$ cat src/rtl/lsu_issue_queue.sv
// lsu_issue_queue -- circular buffer of decoded LSU instructions between the
// clocked dispatch front end and the click-based LSU issue stage.
//
// Ports:
//   clk                    dispatch-domain clock, rising edge
//   rstn                   asynchronous active-low reset
//   i_DriveFromDispatch_1  dispatch offers an entry this cycle
//   i_Instruction_113      entry payload
//   o_FreeToDispatch_1     registered: queue accepts an entry this cycle
//   o_Entries_1808         flattened storage, entry k at [k*WIDTH +: WIDTH]
//   o_LSUCount_5           published gray write pointer
//   i_ReadPtrGray_5        gray read pointer from the issue stage (async domain)
//
// Optional feature (define LSU_QUEUE_OCC_EN):
//   o_Occupancy_5          registered wbin - gray2bin(synchronised read pointer)
//   o_AlmostFull_1         registered occupancy >= DEPTH-2
module lsu_issue_queue #(
  parameter int DEPTH_LOG2 = 4,
  parameter int WIDTH      = 113
) (
  input  logic                                clk,
  input  logic                                rstn,
  input  logic                                i_DriveFromDispatch_1,
  input  logic [WIDTH-1:0]                    i_Instruction_113,
  output logic                                o_FreeToDispatch_1,
  output logic [(1<<DEPTH_LOG2)*WIDTH-1:0]    o_Entries_1808,
  output logic [DEPTH_LOG2:0]                 o_LSUCount_5,
  input  logic [DEPTH_LOG2:0]                 i_ReadPtrGray_5
`ifdef LSU_QUEUE_OCC_EN
  ,
  output logic [DEPTH_LOG2:0]                 o_Occupancy_5,
  output logic                                o_AlmostFull_1
`endif
);

  localparam int unsigned DEPTH = 1 << DEPTH_LOG2;
  localparam int          PW    = DEPTH_LOG2 + 1;

  logic [WIDTH-1:0] mem [DEPTH];
  logic [PW-1:0]    wbin;
  logic [PW-1:0]    wgray;
  logic [PW-1:0]    wbinNext;
  logic [PW-1:0]    wgrayNext;
  logic [PW-1:0]    rsync1;
  logic [PW-1:0]    rgrayS;
  logic             doWrite;
  logic             full;

  assign doWrite   = i_DriveFromDispatch_1 & o_FreeToDispatch_1;
  assign wbinNext  = wbin + PW'(doWrite);
  assign wgray     = (wbin >> 1) ^ wbin;
  assign wgrayNext = (wbinNext >> 1) ^ wbinNext;

  // Full when the post-write pointer is exactly one lap ahead of the
  // synchronised read pointer: gray form flips the top two bits.
  assign full = (wgrayNext == {~rgrayS[PW-1:PW-2], rgrayS[PW-3:0]});

  // Plain two-flop synchroniser for the asynchronous read pointer.
  always_ff @(posedge clk or negedge rstn) begin
    if (!rstn) begin
      rsync1 <= '0;
      rgrayS <= '0;
    end else begin
      rsync1 <= i_ReadPtrGray_5;
      rgrayS <= rsync1;
    end
  end

  always_ff @(posedge clk or negedge rstn) begin
    if (!rstn) begin
      wbin               <= '0;
      o_LSUCount_5       <= '0;
      o_FreeToDispatch_1 <= 1'b0;
    end else begin
      wbin               <= wbinNext;
      // Publishing the pre-edge pointer delays the count by one cycle so the
      // entry is stable a full period before the issue stage can see it.
      o_LSUCount_5       <= wgray;
      o_FreeToDispatch_1 <= ~full;
    end
  end

  always_ff @(posedge clk or negedge rstn) begin
    if (!rstn) begin
      for (int unsigned k = 0; k < DEPTH; k++) begin
        mem[k] <= '0;
      end
    end else if (doWrite) begin
      mem[wbin[DEPTH_LOG2-1:0]] <= i_Instruction_113;
    end
  end

  always_comb begin
    o_Entries_1808 = '0;
    for (int unsigned k = 0; k < DEPTH; k++) begin
      o_Entries_1808[k*WIDTH +: WIDTH] = mem[k];
    end
  end

`ifdef LSU_QUEUE_OCC_EN
  logic [PW-1:0] rbin;
  logic [PW-1:0] occ;

  // Gray to binary: bit i is the XOR of all gray bits at or above i.
  always_comb begin
    rbin = '0;
    for (int unsigned i = 0; i < PW; i++) begin
      rbin[i] = ^(rgrayS >> i);
    end
  end

  assign occ = wbin - rbin;

  always_ff @(posedge clk or negedge rstn) begin
    if (!rstn) begin
      o_Occupancy_5  <= '0;
      o_AlmostFull_1 <= 1'b0;
    end else begin
      o_Occupancy_5  <= occ;
      o_AlmostFull_1 <= (occ >= PW'(DEPTH - 2));
    end
  end
`endif

endmodule

$ cat config.mk
export PLATFORM = sky130hd
export DESIGN_NAME = lsu_issue_queue
export DESIGN_NICKNAME = d
export VERILOG_FILES = /design/src/rtl/lsu_issue_queue.sv
export SDC_FILE = /design/constraint.sdc
export NUM_CORES = 2
export LEC_CHECK = 0
export CAP_MARGIN = 20
export CORE_AREA = 2 2 748 750
export DETAILED_ROUTE_END_ITERATION = 8
export DIE_AREA = 0 0 750 752
export SLEW_MARGIN = 20
export SYNTH_ARGS = -nofsm -noshare
export SYNTH_HDL_FRONTEND = slang
export SYNTH_SLANG_ARGS = --single-unit
$ cat constraint.sdc
create_clock -name clk -period 4 [get_ports clk]
set_input_delay 1 -clock clk [delete_from_list [all_inputs] [get_ports clk]]
set_output_delay 1 -clock clk [all_outputs]
set_load 0.01 [all_outputs]
======== Word-level counts from Yosys, hierarchy flattened ========
Cells that the tools add are included.
cells by class
  multiplexer cells ....................... 3
  bitwise operators ....................... 6
  $lt $le $gt $ge ......................... 2
  eq/ne operators ......................... 1
  add/subtract/negate cells ............... 1
  reductions and logical operators ........ 1
operators by type and width
  operator              count
  $bwmux W1808          1
  $demux W113 S4        1
  $mux W113             1
  $xor A4 B5 Y5         2
  $add A5 B1 Y5         1
  $eq A5 B5 Y1          1
  $ge A5 B5 Y1 const B  1
  $lt A5 B1 Y1 const B  1
  $not A4 Y5            1
  $not A2 Y2            1
  $and A1 B1 Y1         1
  $logic_and A1 B1 Y1   1
  $not A1 Y1            1
storage, ports and cells
  flip-flop bits (word level) ............. 1829
  logic and storage cells ................. 35
  output and inout bits ................... 1814

======== Logic depth before layout (Yosys ltp) ========
  depth in word-level cells ............... 6
  depth in mapped cells ................... 8
  mapped depth without buffers ............ 7

======== Worst setup path after synthesis ========
No wires, ideal clock.
  path kind ............................... input port to flip-flop
  from .................................... input i_DriveFromDispatch_1
  to ...................................... register o_FreeToDispatch_1
  stages .................................. 7
  slack ................................... 1480 ps
  data required time ...................... 3860 ps
  arrival time ............................ 2379 ps
  library setup time ...................... 140 ps
  path through ............................ and2_1 ha_1 ha_1 xnor3_1 a21o_1 o221ai_1 o221ai_1
between the ends
  longest elaborated chain between the ends .. 5
RTL lines
  item                  line  source
  from (decl)           23    input logic i_DriveFromDispatch_1,
  $and A1 B1 Y1         49    assign doWrite = i_DriveFromDispatch_1 & o_FreeToDispatch_1;
  $add A5 B1 Y5         50    assign wbinNext = wbin + PW'(doWrite);
  $xor A4 B5 Y5         52    assign wgrayNext = (wbinNext >> 1) ^ wbinNext;
  $eq A5 B5 Y1          56    assign full = (wgrayNext == {~rgrayS[PW-1:PW-2], rgrayS[PW-3:0]});
  $not A1 Y1            79    o_FreeToDispatch_1 <= ~full;
  to (signal assigned)  79
  to (decl)             25    output logic o_FreeToDispatch_1,
No other way between the ends.
A chain may end at the register's enable or synchronous reset.

======== Final worst setup path ========
  from .................................... register mem (netlist bit o_Entries_1808[92])
  to ...................................... output o_Entries_1808[92]
RTL lines
  item                               line  source
  from (decl)                        39    logic [WIDTH-1:0] mem [DEPTH];
  from (signal, indexed assignment)  89    mem[wbin[DEPTH_LOG2-1:0]] <= i_Instruction_113;
  to (decl)                          26    output logic [(1<<DEPTH_LOG2)*WIDTH-1:0] o_Entries_1808,
No word-level cell between the ends.

==> flow_results.xml <==
<?xml version="1.0" encoding="UTF-8"?>
<metrics>
  <group name="floorplan">
    <metric name="num_rows" unit="">274</metric>
    <metric name="core-area" unit="µm²">555700</metric>
    <metric name="io_count" unit="">1935</metric>
    <metric name="die-width" unit="µm">750</metric>
    <metric name="start_util" unit="%">12.55</metric>
    <metric name="dieHeight" unit="µm">752</metric>
    <metric name="floorplan.die_area" unit="µm²">564000</metric>
  </group>
  <group name="critical_path">
    <metric name="timing.reg2reg.worst_path_depth" unit="">5</metric>
    <metric name="critical-path-slowest-cell" unit="">sky130_fd_sc_hd__dfrtp_1</metric>
    <metric name="path_cells" unit="">clkdlybuf4s50_1</metric>
    <metric name="critPathCapture" unit="">o_Entries_1808[92]</metric>
    <metric name="worstReg2RegEnd" unit="">o_Entries_1808[955]</metric>
    <metric name="critical_path_buf_inv_count" unit="">1</metric>
    <metric name="timing.critical_path.from" unit="">o_Entries_1808[92]</metric>
    <metric name="path_max_fanout" unit="">3</metric>
    <metric name="critPathRequiredTime" unit="ns">3.00</metric>
    <metric name="worst_ep_arrival_time" unit="ns">2.28</metric>
    <metric name="cp_slowest_stage_delay" unit="ns">0.71</metric>
    <metric name="r2r_setup_slack" unit="ns">1.18</metric>
    <metric name="worst_r2r_startpoint" unit="">wbin[2]</metric>
    <metric name="setup.worst_path.class" unit="">flip-flop to output port</metric>
    <metric name="startpoint_type" unit="">flip-flop</metric>
    <metric name="critical-path-top-delay-family" unit="">flip-flops</metric>
    <metric name="path_depth" unit="">1</metric>
    <metric name="cp-end-kind" unit="">output port</metric>
  </group>
  <group name="placed_design">
    <metric name="post-dp-hpwl" unit="µm">229800</metric>
    <metric name="numPlacedInstances" unit="">13310</metric>
    <metric name="io_buffer_count" unit="">1934</metric>
    <metric name="gpl_wtd_cong" unit="">0.7362</metric>
    <metric name="post-place-ws" unit="ns">0.5047</metric>
    <metric name="postPlaceCellArea" unit="µm²">98790</metric>
  </group>
  <group name="cts">
    <metric name="cts_max_level" unit="">4</metric>
    <metric name="worst_skew_pair.late_latency" unit="ns">0.91</metric>
    <metric name="clk_root_buffer_cell" unit="">sky130_fd_sc_hd__clkbuf_16</metric>
    <metric name="post_cts_resized" unit="">0</metric>
    <metric name="numCtsBuffers" unit="">210</metric>
    <metric name="clock_tree_from_tritoncts" unit="">built</metric>
    <metric name="clk_pin_slew_worst_paths" unit="ns">0.06</metric>
    <metric name="cts_setup_buffers" unit="">0</metric>
    <metric name="clock_sinks" unit="">1829</metric>
    <metric name="clk_path_buf_depth" unit="">4</metric>
  </group>
  <group name="layout">
    <metric name="most_common_cell_after_layout_fill_and_taps_aside" unit="">sky130_fd_sc_hd__clkdlybuf4s50_1</metric>
    <metric name="finished_layout_cells" unit="">13746</metric>
    <metric name="layout-area-overhead-vs-synth" unit="%">52.08</metric>
    <metric name="number_of_fillers_in_the_final_layout" unit="">59845</metric>
    <metric name="final_design_area_no_fill" unit="µm²">106100</metric>
    <metric name="final_cell_mix" unit="">sky130_fd_sc_hd__clkdlybuf4s50_1, sky130_fd_sc_hd__dfrtp_1, sky130_fd_sc_hd__mux2_2, sky130_fd_sc_hd__mux2_1, sky130_fd_sc_hd__mux2_4</metric>
    <metric name="nets" unit="">6203</metric>
    <metric name="layout_cells_sized_above_1" unit="%">28.52</metric>
  </group>
  <group name="sta">
    <metric name="timing_max_transition_violations_final" unit="">0</metric>
    <metric name="timing.final.crit_share" unit="%">82.09</metric>
    <metric name="final_period_minus_worst_setup_slack" unit="ns">3.283</metric>
    <metric name="rsz0062_at_grt" unit="">no</metric>
    <metric name="worst_slack" unit="ns">0.7166</metric>
    <metric name="setup-tns-final" unit="ns">0</metric>
    <metric name="final.setup_skew" unit="ns">0.09130</metric>
    <metric name="max_freq" unit="MHz">304.6</metric>
    <metric name="worst-slew-pin-transition" unit="ns">1.183</metric>
    <metric name="finalSetupViolCount" unit="">0</metric>
    <metric name="fin_hold_viols" unit="">0</metric>
    <metric name="slew_headroom" unit="%">21.12</metric>
  </group>
  <group name="run">
    <metric name="max_cap_violations" unit="">0</metric>
  </group>
  <group name="worst_hold_path">
    <metric name="hold_path.class" unit="">flip-flop to flip-flop</metric>
  </group>
  <group name="power_and_ir_drop">
    <metric name="post-layout-total-power" unit="µW">91440</metric>
    <metric name="power.clock.fraction" unit="%">21.8</metric>
    <metric name="sequentialPowerShare" unit="%">35.3</metric>
    <metric name="power.density" unit="nW/µm²">862.2</metric>
    <metric name="cell_internal_pwr" unit="µW">61690</metric>
    <metric name="power_switching_share" unit="%">32.54</metric>
    <metric name="vdd.ir_drop.worst" unit="µV">545.4</metric>
    <metric name="comb_power_share" unit="%">43.0</metric>
    <metric name="switching_power" unit="µW">29750</metric>
    <metric name="power_leakage" unit="µW">0.04528</metric>
  </group>
  <group name="synth">
    <metric name="post_synth_inst_count" unit="">4004</metric>
    <metric name="yosysUniqueCellTypes" unit="">28</metric>
    <metric name="dominant_combinational_cell_family_by_area_after_synthesis" unit="">multiplexers</metric>
    <metric name="yosys-mux-area-fraction" unit="%">30.55</metric>
    <metric name="mean_cell_area_of_the_mapped_netlist" unit="µm²">17.42</metric>
    <metric name="post_synthesis_instance_area" unit="µm²">69730</metric>
    <metric name="synthAdderAreaFrac" unit="%">0.1974</metric>
    <metric name="synth_compound_area_share" unit="%">0.07715</metric>
    <metric name="synth.yosys.warnings" unit="">0</metric>
    <metric name="synth-seq-cells" unit="">1829</metric>
    <metric name="synth-xor-area-share" unit="%">0.08253</metric>
    <metric name="synth_nets" unit="">4136</metric>
    <metric name="synth_sequential_area_ratio" unit="%">65.63</metric>
    <metric name="synthSimpleGateAreaFrac" unit="%">0.2584</metric>
  </group>
  <group name="grt">
    <metric name="grt-ovfl-total" unit="">0</metric>
    <metric name="via_count_of_the_first_global_routing_pass" unit="">45485</metric>
    <metric name="grt_antenna_before_repair" unit="">92</metric>
    <metric name="grt_start_max_net_pins" unit="">124</metric>
    <metric name="groute.usage.overall" unit="%">10.64</metric>
    <metric name="wire_length_of_the_first_global_routing_pass" unit="µm">414600</metric>
  </group>
  <group name="drt">
    <metric name="detail_route.vias_per_cell" unit="">3.221</metric>
    <metric name="drt_drc_violations_left" unit="">0</metric>
    <metric name="detailroute.via_count" unit="">44271</metric>
    <metric name="detail_route.iter0.violations" unit="">2492</metric>
    <metric name="route.final.wire_length" unit="µm">315900</metric>
    <metric name="detail_route.wl_per_cell" unit="µm">22.98</metric>
    <metric name="detail-route-antenna-nets" unit="">0</metric>
    <metric name="drt_first_pass_iters" unit="">7</metric>
  </group>
  <group name="outcome">
    <metric name="outcome" unit="">finished clean</metric>
  </group>
</metrics>
-- metrics by stage --
step | util [%] | hold WS [ns]
global route | 19.06 | 0.3502
floorplan | - | 0.3312
global placement | 17.78 | 0.3379
CTS | 19.06 | 0.3466
finish | 19.08 | 0.3449
detailed placement | 17.78 | 0.3386
-- final cells by class --
cell class	instances	area, µm²	area share (%)
multi-input combinational	1860	21950	20.70
clock buffer	307	6160	5.808
inverter	5	18.77	0.01770
tap	7452	9324	8.792
clock inverter	68	935.9	0.8825
antenna	60	150.1	0.1416
sequential	1829	45770	43.16
timing repair buffer	2165	21740	20.50
-- logic make-up (layout without fill, tap and decap cells) --
kind of cell / count (synthesis) / in the layout
flops: 1829 / 1829
mux: 1808 / 1808
buf+inv: 315 / 2545
simple gates: 29 / 29
fa+ha+maj: 11 / 11
compound gates: 7 / 7
xor+xnor: 5 / 5
other cells: 0 / 60
-- cell usage after synthesis --
master                        n  area (µm²)
sky130_fd_sc_hd__mux2_1     644        7252
sky130_fd_sc_hd__nand3b_1     1       7.510
sky130_fd_sc_hd__and3b_1      1       8.760
sky130_fd_sc_hd__buf_4        3       22.52
sky130_fd_sc_hd__inv_1        5       18.77
sky130_fd_sc_hd__ha_1        11       137.6
sky130_fd_sc_hd__buf_6      127        1430
sky130_fd_sc_hd__and3_1       5       31.28
sky130_fd_sc_hd__nand2_1      1       3.750
sky130_fd_sc_hd__o221ai_1     2       17.52
sky130_fd_sc_hd__o21ai_0      1       5.000
sky130_fd_sc_hd__clkbuf_1   113       424.2
sky130_fd_sc_hd__nand3_1      1       5.000
sky130_fd_sc_hd__a21o_1       1       7.510
sky130_fd_sc_hd__nand2_2     16       100.1
sky130_fd_sc_hd__nor3_1       1       5.000
sky130_fd_sc_hd__or3_1        1       6.260
sky130_fd_sc_hd__o22ai_1      1       6.260
sky130_fd_sc_hd__or2_2        1       6.260
sky130_fd_sc_hd__dfrtp_1   1829       45770
sky130_fd_sc_hd__buf_2       67       335.3
sky130_fd_sc_hd__a21bo_2      1       10.01
sky130_fd_sc_hd__mux2_2     912       10270
sky130_fd_sc_hd__xnor3_1      1       22.52
sky130_fd_sc_hd__mux2_4     252        3784
sky130_fd_sc_hd__and2_1       1       6.260
sky130_fd_sc_hd__a21boi_0     1       7.510
sky130_fd_sc_hd__xor2_1       4       35.03
-- how the worst min path moves through the flow --
stage	end	depth (start not counted)	slack, ns	startpoint
floorplan	rgrayS[0]	0	0.33	rsync1[0]
global placement	rgrayS[0]	0	0.34	rsync1[0]
detailed placement	rgrayS[4]	0	0.34	rsync1[4]
CTS	rgrayS[4]	0	0.35	rsync1[4]
global route	rgrayS[4]	0	0.35	rsync1[4]
finish	rgrayS[4]	0	0.34	rsync1[4]
-- flip-flops by register name (all words and copies together) (netlist names) --
| signal | flops |
|---|---|
| o_Entries_1808 | 1808 |
| o_LSUCount_5 | 5 |
| o_FreeToDispatch_1 | 1 |
| wbin | 5 |
| rgrayS | 5 |
| rsync1 | 5 |
-- timing repair --
| action | 4_1_cts | 5_1_grt |
|---|---|---|
| hold buffers | 1 | 0 |
| endpoints found under the setup margin | 0 | 0 |
| hold endpoints to repair | 48 | 0 |
-- metal layers --
metal	vias to the layer above	global-route usage, %	part of all wire (%)
met2	2117	16.68	45
met4	10	4.490	4.6
li1	18272	-	-
met3	455	4.224	11
met1	23417	12.93	40
met5	-	0	0.021
-- power groups by stage --
stage	logic (µW)	clock network (µW)	registers (µW)
final	39300	19900	32200
after floorplan	10500	0	36200
after global routing	41300	21300	33300
after global placement	39600	0	32000
after CTS	39900	20600	32200
after detailed placement	39800	0	32400
Note: power is estimated with default switching activity, not from simulation.
